**src/rtl/lsu_byte_lane_aligner.sv**
```systemverilog
// rtl/lsu_byte_lane_aligner.sv - load/store byte-lane aligner between core memory stage and word bus
// Generates byte enables, lane-shifts store data, splits word-crossing accesses, extends load data.
module lsu_byte_lane_aligner #(
  parameter int XLEN             = 32,
  parameter int ADDR_W           = 32,
  parameter bit ALLOW_MISALIGNED = 1'b1
) (
  input  logic              clk,
  input  logic              rst_n,
  input  logic              req_valid,
  output logic              req_ready,
  input  logic              req_we,
  input  logic [ADDR_W-1:0] req_addr,
  input  logic [1:0]        req_size,
  input  logic              req_unsigned,
  input  logic [XLEN-1:0]   req_wdata,
  output logic              bus_valid,
  input  logic              bus_ready,
  output logic              bus_we,
  output logic [ADDR_W-1:0] bus_addr,
  output logic [XLEN/8-1:0] bus_be,
  output logic [XLEN-1:0]   bus_wdata,
  input  logic [XLEN-1:0]   bus_rdata,
  output logic              rsp_valid,
  output logic [XLEN-1:0]   rsp_rdata,
  output logic              rsp_err,
  output logic              rsp_split
);

  localparam int NB   = XLEN / 8;
  localparam int OFFW = $clog2(NB);
  localparam int EW   = 2 * NB;

  typedef enum logic [2:0] {
    S_IDLE,
    S_BEAT0,
    S_BEAT1,
    S_ERR,
    S_RESP
  } state_t;

  // On a 32-bit bus the dword encoding degrades to a plain word access.
  function automatic logic [1:0] eff_size(input logic [1:0] size);
    if (XLEN == 32 && size == 2'b11) return 2'b10;
    return size;
  endfunction

  function automatic int size_bytes(input logic [1:0] size);
    return 1 << eff_size(size);
  endfunction

  function automatic logic [EW-1:0] lane_mask(input logic [1:0] size, input logic [OFFW-1:0] off);
    logic [EW-1:0] base;
    case (eff_size(size))
      2'b00:   base = EW'(8'h01);
      2'b01:   base = EW'(8'h03);
      2'b10:   base = EW'(8'h0F);
      default: base = EW'(8'hFF);
    endcase
    return base << off;
  endfunction

  function automatic logic crosses(input logic [1:0] size, input logic [OFFW-1:0] off);
    logic [EW-1:0] m;
    m = lane_mask(size, off);
    return |m[EW-1:NB];
  endfunction

  state_t            state;
  logic              r_we;
  logic              r_unsigned;
  logic              r_split;
  logic [ADDR_W-1:0] r_addr;
  logic [1:0]        r_size;
  logic [XLEN-1:0]   r_wdata;
  logic [XLEN-1:0]   r_rdata0;

  logic              req_split;
  logic [OFFW-1:0]   off;
  logic [EW-1:0]     ext_be;
  logic [XLEN-1:0]   wd_masked;
  logic [2*XLEN-1:0] ext_wd;
  logic [ADDR_W-1:0] beat0_addr;
  logic [ADDR_W-1:0] beat1_addr;
  logic [2*XLEN-1:0] raw;
  logic [XLEN-1:0]   shifted;
  logic [XLEN-1:0]   ld_data;

  assign req_split  = crosses(req_size, req_addr[OFFW-1:0]);
  assign off        = r_addr[OFFW-1:0];
  assign ext_be     = lane_mask(r_size, off);
  assign ext_wd     = {{XLEN{1'b0}}, wd_masked} << {off, 3'b000};
  assign beat0_addr = {r_addr[ADDR_W-1:OFFW], {OFFW{1'b0}}};
  assign beat1_addr = beat0_addr + ADDR_W'(NB);

  always_comb begin
    int nb;
    wd_masked = '0;
    nb = size_bytes(r_size);
    for (int i = 0; i < NB; i++) begin
      if (i < nb) wd_masked[8*i +: 8] = r_wdata[8*i +: 8];
    end
  end

  // Beat1 data is live on the bus in the same cycle as its bus_ready; beat0 comes from the capture reg.
  assign raw     = r_split ? {bus_rdata, r_rdata0} : {{XLEN{1'b0}}, bus_rdata};
  assign shifted = XLEN'(raw >> {off, 3'b000});

  always_comb begin
    int   nb;
    logic sign;
    logic fill;
    ld_data = '0;
    sign    = 1'b0;
    nb      = size_bytes(r_size);
    for (int i = 0; i < NB; i++) begin
      if (i == nb - 1) sign = shifted[8*i+7];
    end
    fill = sign & ~r_unsigned & (nb != NB);
    for (int i = 0; i < NB; i++) begin
      ld_data[8*i +: 8] = (i < nb) ? shifted[8*i +: 8] : {8{fill}};
    end
  end

  always_ff @(posedge clk or negedge rst_n) begin
    if (!rst_n) begin
      state      <= S_IDLE;
      req_ready  <= 1'b1;
      r_we       <= 1'b0;
      r_unsigned <= 1'b0;
      r_split    <= 1'b0;
      r_addr     <= '0;
      r_size     <= '0;
      r_wdata    <= '0;
      r_rdata0   <= '0;
      bus_valid  <= 1'b0;
      bus_we     <= 1'b0;
      bus_addr   <= '0;
      bus_be     <= '0;
      bus_wdata  <= '0;
      rsp_valid  <= 1'b0;
      rsp_rdata  <= '0;
      rsp_err    <= 1'b0;
      rsp_split  <= 1'b0;
    end else begin
      case (state)
        S_IDLE: begin
          if (req_valid) begin
            r_we       <= req_we;
            r_unsigned <= req_unsigned;
            r_addr     <= req_addr;
            r_size     <= req_size;
            r_wdata    <= req_wdata;
            r_split    <= req_split;
            req_ready  <= 1'b0;
            state      <= (req_split && !ALLOW_MISALIGNED) ? S_ERR : S_BEAT0;
          end
        end
        S_BEAT0: begin
          // First cycle in BEAT0 loads the bus registers from the captured request.
          if (!bus_valid) begin
            bus_valid <= 1'b1;
            bus_we    <= r_we;
            bus_addr  <= beat0_addr;
            bus_be    <= ext_be[NB-1:0];
            bus_wdata <= ext_wd[XLEN-1:0];
          end else if (bus_ready) begin
            r_rdata0 <= bus_rdata;
            if (r_split) begin
              bus_addr  <= beat1_addr;
              bus_be    <= ext_be[EW-1:NB];
              bus_wdata <= ext_wd[2*XLEN-1:XLEN];
              state     <= S_BEAT1;
            end else begin
              bus_valid <= 1'b0;
              bus_we    <= 1'b0;
              bus_addr  <= '0;
              bus_be    <= '0;
              bus_wdata <= '0;
              rsp_valid <= 1'b1;
              rsp_rdata <= r_we ? '0 : ld_data;
              rsp_split <= 1'b0;
              state     <= S_RESP;
            end
          end
        end
        S_BEAT1: begin
          if (bus_ready) begin
            bus_valid <= 1'b0;
            bus_we    <= 1'b0;
            bus_addr  <= '0;
            bus_be    <= '0;
            bus_wdata <= '0;
            rsp_valid <= 1'b1;
            rsp_rdata <= r_we ? '0 : ld_data;
            rsp_split <= 1'b1;
            state     <= S_RESP;
          end
        end
        S_ERR: begin
          rsp_valid <= 1'b1;
          rsp_err   <= 1'b1;
          rsp_rdata <= '0;
          rsp_split <= 1'b0;
          state     <= S_RESP;
        end
        S_RESP: begin
          rsp_valid <= 1'b0;
          rsp_err   <= 1'b0;
          rsp_rdata <= '0;
          rsp_split <= 1'b0;
          req_ready <= 1'b1;
          state     <= S_IDLE;
        end
        default: begin
          state     <= S_IDLE;
          req_ready <= 1'b1;
          bus_valid <= 1'b0;
          rsp_valid <= 1'b0;
        end
      endcase
    end
  end

endmodule

```
**config.mk**
```make
export PLATFORM = sky130hd
export DESIGN_NAME = lsu_byte_lane_aligner
export DESIGN_NICKNAME = d
export VERILOG_FILES = /design/src/rtl/lsu_byte_lane_aligner.sv
export SDC_FILE = /design/constraint.sdc
export NUM_CORES = 1
export LEC_CHECK = 0
export CORE_MARGIN = 2
export CORE_UTILIZATION = 40
export CTS_CLUSTER_DIAMETER = 120
export CTS_CLUSTER_SIZE = 16
export DETAILED_ROUTE_END_ITERATION = 7
export GPL_TIMING_DRIVEN = 0
export PLACE_DENSITY_LB_ADDON = 0.05
export SLEW_MARGIN = 5
export SYNTH_ARGS = -nofsm -noshare
export SYNTH_HDL_FRONTEND = slang
export SYNTH_SLANG_ARGS = --single-unit
export TNS_END_PERCENT = 10
```
**constraint.sdc**
```tcl
create_clock -name clk -period 5 [get_ports clk]
set_input_delay 0.75 -clock clk [delete_from_list [all_inputs] [get_ports clk]]
set_output_delay 0.75 -clock clk [all_outputs]
set_load 0.02 [all_outputs]
```
==> reports/metrics.csv, run 1 <==
stage;metric;value;unit
critical_path;Worst setup SP type;primary input;
critical_path;CP max FO;10;
layout;Final Cell Area;13900;sq um
yosys;Post-synth EDFFs;0;
floorplan;Die ar.;28600;sq um
clocking;Hold Buf Count CTS;0;
yosys;most frequent cell after synthesis;dfrtp_1;
floorplan;Core ar.;26800;sq um
yosys;Syn Area/Cell;10.3;sq um
yosys;Synth top area share;47.6;%
layout;Diodes inserted;0;
yosys;Yosys cell types;70;
drt;Remaining DRCs;0;
floorplan;Ports;210;
yosys;sequential fraction of the synthesis area;47.8;%
global_route;Tot GR Track Use;25.1;%
critical_path;CP arrival;3.06;ns
drt;vias post-DR;9308;
clocking;Sink Count;208;
yosys;Mapped Area;10900;sq um
drt;Pre-antenna DRT Iters;5;
layout;Final #Nets;1384;
layout;area grow syn2layout;27.4;%
placed_design;placed inst area;13400;sq um
floorplan;# rows;60;
timing;slew margin rel.;42.2;%
floorplan;Die Y;169;um
drt;ANT nets after route;0;
timing;Tmin final;2.70;ns
power;NetSw;4.32;mW
timing;fin crit share;54.0;%
power;Comb pwr share;55.3;%
global_route;pin count of the biggest net entering global routing;106;
placed_design;HPWL after DPL;26500;um
timing;slew at the pin closest to its max-slew limit;0.866;ns
placed_design;Inst Count DP;1602;
power;Peak VDD IR;0.312;mV
drt;DR WL/cell;22.2;um
timing;count of pins over their slew limit;0;
power;Clock Power Share;12.7;%
drt;Vias/cell;5.73;
drt;First DRT Iteration DRCs;747;
worst_hold_path;min-delay worst type;in -> async;
timing;Clock Skew;0.0175;ns
timing;Final Setup Violations;0;
power;power share of the sequential group;32.0;%
clocking;worst skew pair latency;0.49;ns
clocking;Clock Tree Buf Depth;3;
global_route;antenna violations before repair;0;
critical_path;cells along the critical path;clkdlybuf4s50_1 -> nor4b_2 -> buf_2 -> buf_2 -> mux2_2;
critical_path;crit end category;flop;
global_route;number of global-route vias before repair;9059;
critical_path;critical path class;in -> reg;
clocking;CTS tree;built;
yosys;Async SR Flop Fraction;100;%
placed_design;routability cong.;0.919;
critical_path;R2R depth;5;
critical_path;Slowest-stage cell, CP;nor4b_2;
yosys;top post-synthesis cells by area;dfrtp_1 48%, mux2_2 13%, nand2_1 4.4%;
clocking;CTS Buf Count;16;
global_route;first-pass GRT wire length;55100;um
critical_path;WP data required;5.36;ns
yosys;Yosys top cell by area;dfrtp_1;
yosys;Synth Register Bits;208;
floorplan;Starting Density;40.6;%
layout;layout cells sized above 1;16.1;%
power;Sw Ratio;44.8;%
clocking;post_cts resized;0;
timing;Achievable Freq;370;MHz
global_route;grt ovf;0;
critical_path;max incr delay on CP;0.59;ns
clocking;root buffer cell;clkbuf_16;
power;leakage;5.68;nW
placed_design;number of port buffers;207;
timing;Hold Violations, Final;0;
floorplan;die width;169;um
clocking;depth of the CTS H-tree;1;
power;internal power;5.31;mW
yosys;Mapped Cells;1052;
yosys;yosys warns;0;
run;MaxCap Viol Count;0;
critical_path;cell repeated most along the worst path;buf_2;
yosys;Synth Flop Type;dfrtp_1;
timing;unrepaired setup endpoints after global routing;false;
power;PwrDens;694;nW/um^2
drt;WL final;36100;um
status;outcome;completed;
clocking;Clock Pin Slew Worst Setup and Hold Paths;0.07;ns
layout;post-route insts no fill;1625;
yosys;commonest cells in the netlist;207 x dfrtp_1, 127 x nand2_1, 121 x mux2_2, 88 x o21ai_0, 71 x a21oi_1;
clocking;setup bufs post-CTS;0;
-- final cells by class --
class	instances	area (sq um)
fill	2482	12900
inverter	9	33.8
tap	341	427
timing repair buffer	208	2100
multi-input combinational	755	5250
clock buffer	23	448
sequential	208	5210
buffer	81	397
-- state kept, by name (all words and copies together) (netlist names), 2 cells and up --
register,count
r_size,2
bus_be,4
r_rdata0,32
bus_addr,30
r_wdata,32
r_addr,32
rsp_rdata,32
state,3
bus_wdata,32
-- per-layer routing --
layer / global-route usage (%) / part of all wire (%)
met2: 37.8 / 44
met1: 37.2 / 46
met5: 0 / 0
met4: 6.84 / 2.7
met3: 4.44 / 7.1
-- cell families (layout without fill, tap and decap cells) --
| family | count (synthesis) | in the layout | synth area share [%] |
|---|---|---|---|
| muxes | 174 | 174 | 18.4 |
| buffers and inverters | 90 | 321 | 3.95 |
| adders and majority gates | 1 | 1 | 0.115 |
| other | 1 | 2 | 0.0344 |
| DFF | 208 | 208 | 47.8 |
| xor gates and xnor gates | 17 | 17 | 1.37 |
| AOI/OAI and AO/OA | 281 | 281 | 16.2 |
| and+or+nand+nor | 280 | 280 | 12.1 |
-- layout by cell type, fill, tap and decap left out, drive strengths merged, types with 3 or more instances in the layout --
cell type,synthesis,routed
dfrtp,207,207
clkdlybuf4s50,0,206
nand2,127,127
mux2,122,122
o21ai,95,95
a21oi,71,71
nor2,64,64
clkbuf,36,59
buf,45,47
mux2i,44,44
a22oi,23,23
nand3,23,23
a221o,16,16
nor2b,12,12
nand4,12,12
xor2,12,12
o22ai,11,11
inv,9,9
nor3,9,9
a31oi,8,8
o211ai,8,8
mux4,8,8
a22o,7,7
o21bai,7,7
or2,6,6
and3,6,6
o31ai,6,6
xnor2,5,5
nor3b,4,4
a32oi,4,4
a41oi,4,4
nand2b,3,3
and2,3,3
a21o,3,3
-- power by group through the flow --
| stage | Clock (mW) | Combinational, mW | Sequential, mW |
|---|---|---|---|
| floorplan | 0 | 3.05 | 3.25 |
| global placement | 0 | 5.20 | 3.09 |
| detailed placement | 0 | 5.26 | 3.10 |
| CTS | 1.25 | 5.28 | 3.07 |
| global route | 1.31 | 5.73 | 3.18 |
| finish | 1.22 | 5.33 | 3.08 |
-- final timing paths --
kind | slack [ns] | start | end
worst max-delay path | 2.30 | req_valid | r_addr[22]
worst min-delay path | 0.30 | rst_n | bus_addr[11]
worst max register to register | 2.38 | state[0] | r_addr[22]
worst min register to register | 0.48 | bus_addr[15] | bus_addr[15]
max in group asynchronous | 3.70 | rst_n | r_rdata0[5]
min in group clk | 0.48 | bus_addr[15] | bus_addr[15]
-- worst max-delay path: cells and delay by family --
family	cells	cell delay (ns)
simple gates	1	0.59
mux	1	0.38
buf+inv	3	1.33
-- per-stage QoR --
step	power, mW	TNS, ns	setup WS [ns]	util, %	hold WS, ns
floorplan	6.30	0	2.84	-	0.454
global placement	8.30	-1244.21	-6.01	50.0	0.456
detailed placement	8.36	0	1.84	50.1	0.465
CTS	9.61	0	2.32	51.8	0.334
global route	10.2	0	2.25	51.8	0.368
finish	9.63	0	2.30	51.8	0.299
Power figures use the tool's default switching activity.
==> inputs of run 2 (changes only) <==
==> constraint.sdc (replaced) <==
create_clock -name clk -period 2.6 [get_ports clk]
set_input_delay 0.39 -clock clk [delete_from_list [all_inputs] [get_ports clk]]
set_output_delay 0.39 -clock clk [all_outputs]
set_load 0.02 [all_outputs]
==> run 2 against run 1 <==
Sequential power grew 93%. Global-route usage about the same. Utilization increased by 0.070 points. Non-clock buffer count is 1 higher. Combinational power rose by 91%. Largest cell class unchanged.
==> reports/metrics.csv, run 2 (synthesized netlist as in run 1, its figures left out) <==
stage;metric;value;unit;change
drt;WL final;36100;um;about the same
critical_path;CP max FO;10;;unchanged
placed_design;Inst Count DP;1602;;unchanged
power;Comb pwr share;55.3;%;about the same
floorplan;Die Y;169;um;unchanged
critical_path;crit path capture;r_addr[22];;unchanged
layout;commonest non-fill, non-tap cell in the layout;dfrtp_1;;unchanged
floorplan;Starting Density;40.6;%;unchanged
timing;Final Setup Violations;0;;unchanged
drt;Remaining DRCs;0;;unchanged
global_route;pin count of the biggest net entering global routing;106;;unchanged
global_route;first-pass GRT wire length;55200;um;was 55100 um
clocking;CTS Buf Count;16;;unchanged
timing;unrepaired setup endpoints after global routing;false;;unchanged
clocking;depth of the CTS H-tree;1;;unchanged
critical_path;CP arrival;2.80;ns;was 3.06 ns
power;Sw Ratio;44.8;%;about the same
critical_path;Slowest-stage cell, CP;nor4b_4;;was nor4b_2
layout;Final #Nets;1385;;was 1384
clocking;Clock Tree Buf Depth;3;;unchanged
run;MaxCap Viol Count;0;;unchanged
critical_path;WP data required;2.96;ns;was 5.36 ns
critical_path;FF-to-FF End;r_addr[22];;unchanged
global_route;grt ovf;0;;unchanged
global_route;number of global-route vias before repair;9065;;was 9059
critical_path;crit end category;flop;;unchanged
power;leakage;5.69;nW;was 5.68 nW
clocking;root buffer cell;clkbuf_16;;unchanged
drt;Pre-antenna DRT Iters;5;;unchanged
timing;Hold Violations, Final;0;;unchanged
timing;slew at the pin closest to its max-slew limit;0.864;ns;was 0.866 ns
floorplan;# rows;60;;unchanged
layout;layout cells sized above 1;16.1;%;about the same
clocking;Clock Pin Slew Worst Setup and Hold Paths;0.08;ns;was 0.07 ns
timing;Clock Skew;0.0167;ns;was 0.0175 ns
critical_path;Worst setup startpoint;state[0];;was req_valid
placed_design;placed inst area;13400;sq um;unchanged
critical_path;Worst setup SP type;flop;;was primary input
critical_path;register-to-register setup slack;0.16;ns;was 2.38 ns
critical_path;reg2reg start;state[0];;unchanged
timing;count of pins over their slew limit;0;;unchanged
worst_hold_path;min-delay worst type;reg -> reg;;was in -> async
power;Peak VDD IR;0.606;mV;was 0.312 mV
floorplan;Core ar.;26800;sq um;unchanged
power;power share of the sequential group;32.0;%;about the same
clocking;worst skew pair latency;0.49;ns;about the same
status;outcome;completed;;unchanged
layout;Final Cell Area;13900;sq um;about the same
power;internal power;10.2;mW;was 5.31 mW
critical_path;cells along the critical path;buf_2 -> nor4b_4 -> buf_2 -> buf_2 -> mux2_2;;was clkdlybuf4s50_1 -> nor4b_2 -> buf_2 -> buf_2 -> mux2_2
layout;commonest cells after routing, fill and taps aside;207 x dfrtp_1, 206 x clkdlybuf4s50_1, 127 x nand2_1, 121 x mux2_2, 88 x o21ai_0;;unchanged
layout;fin util;51.8;%;about the same
drt;ANT nets after route;0;;unchanged
power;Clock Power Share;12.7;%;about the same
clocking;CTS tree;built;;unchanged
placed_design;routability cong.;0.919;;unchanged
critical_path;R2R depth;5;;unchanged
drt;Vias/cell;5.69;;was 5.73
power;NetSw;8.30;mW;was 4.32 mW
drt;First DRT Iteration DRCs;768;;was 747
timing;Achievable Freq;410;MHz;
critical_path;cell repeated most along the worst path;buf_2;;unchanged
layout;area grow syn2layout;27.6;%;was 27.4%
placed_design;HPWL after DPL;26500;um;unchanged
global_route;antenna violations before repair;0;;unchanged
timing;Tmin final;2.44;ns;
clocking;setup bufs post-CTS;0;;unchanged
floorplan;Ports;210;;unchanged
layout;Diodes inserted;0;;unchanged
floorplan;Die ar.;28600;sq um;unchanged
global_route;Tot GR Track Use;25.1;%;about the same
power;PwrDens;1330;nW/um^2;was 694 nW/um^2
timing;Fin Setup TNS;0;ns;unchanged
clocking;Sink Count;208;;unchanged
timing;slew margin rel.;42.4;%;was 42.2%
drt;DR WL/cell;22.2;um;about the same
placed_design;number of port buffers;207;;unchanged
layout;post-route insts no fill;1626;;was 1625
critical_path;critical path class;reg -> reg;;was in -> reg
critical_path;max incr delay on CP;0.47;ns;was 0.59 ns
floorplan;die width;169;um;unchanged
drt;vias post-DR;9249;;was 9308
timing;fin crit share;93.8;%;
run 2: cell count changes in the layout (fill, tap and decap cells not counted):
| cell | change |
|---|---|
| dlygate4sd3_1 | +1 |
| nor4b_2 | -1 |
| nor4b_4 | +1 |
run 2: power groups by stage:
stage / clock network (mW) / registers [mW] / logic [mW]
after floorplan: 0 / 6.25 / 5.87
after global placement: 0 / 5.95 / 10.0
after detailed placement: 0 / 5.96 / 10.1
after CTS: 2.41 / 5.91 / 10.2
after global routing: 2.52 / 6.11 / 11.0
final: 2.35 / 5.93 / 10.2
run 2: worst min-delay path by stage:
| stage | depth (start not counted) | slack, ns | end | startpoint |
|---|---|---|---|---|
| final | 2 | 0.48 | bus_addr[15] | bus_addr[15] |
| after global routing | 3 | 0.50 | r_addr[14] | req_addr[14] |
| after CTS | 3 | 0.48 | r_addr[28] | req_addr[28] |
| after detailed placement | 2 | 0.46 | bus_be[3] | bus_be[3] |
| after global placement | 2 | 0.46 | bus_be[3] | bus_be[3] |
| after floorplan | 0 | 0.09 | bus_addr[10] | rst_n |
run 2: routing by layer:
metal / global-route usage (%) / vias to the layer above / part of all wire, %
li1: - / 4279 / -
met1: 37.2 / 4535 / 47
met2: 37.9 / 374 / 44
met3: 4.44 / 61 / 6.9
met4: 6.84 / 0 / 2.6
met5: 0 / - / 0
run 2: through the flow:
step                      total power, mW  worst slack (ns)  hold WS, ns
after floorplan                      12.1             0.748       0.0944
after global placement               16.0             -8.05        0.456
after detailed placement             16.1            -0.196        0.465
after CTS                            18.5             0.199        0.478
after global routing                 19.7            0.0843        0.499
final                                18.5             0.160        0.478
run 2: what timing repair did:
action                                  in CTS  in global routing
endpoints found under the hold margin       21                  0
hold buffers                                 1                  0
resized for setup                            1                  0
endpoints found under the setup margin       1                  0
run 2: critical path, delay by kind of cell (launching register included):
| kind | cells | cell delay [ns] |
|---|---|---|
| buffers and inverters | 3 | 1.03 |
| and+or+nand+nor | 1 | 0.47 |
| DFF | 1 | 0.43 |
| muxes | 1 | 0.38 |
run 2: cell type report:
type,instances,area (sq um)
fillers,2483,12900
multi-input cells,755,5260
flip-flops and latches,208,5210
repair buffers,209,2110
clock buffers,23,448
well taps,341,427
plain buffers,81,397
inverters,9,33.8
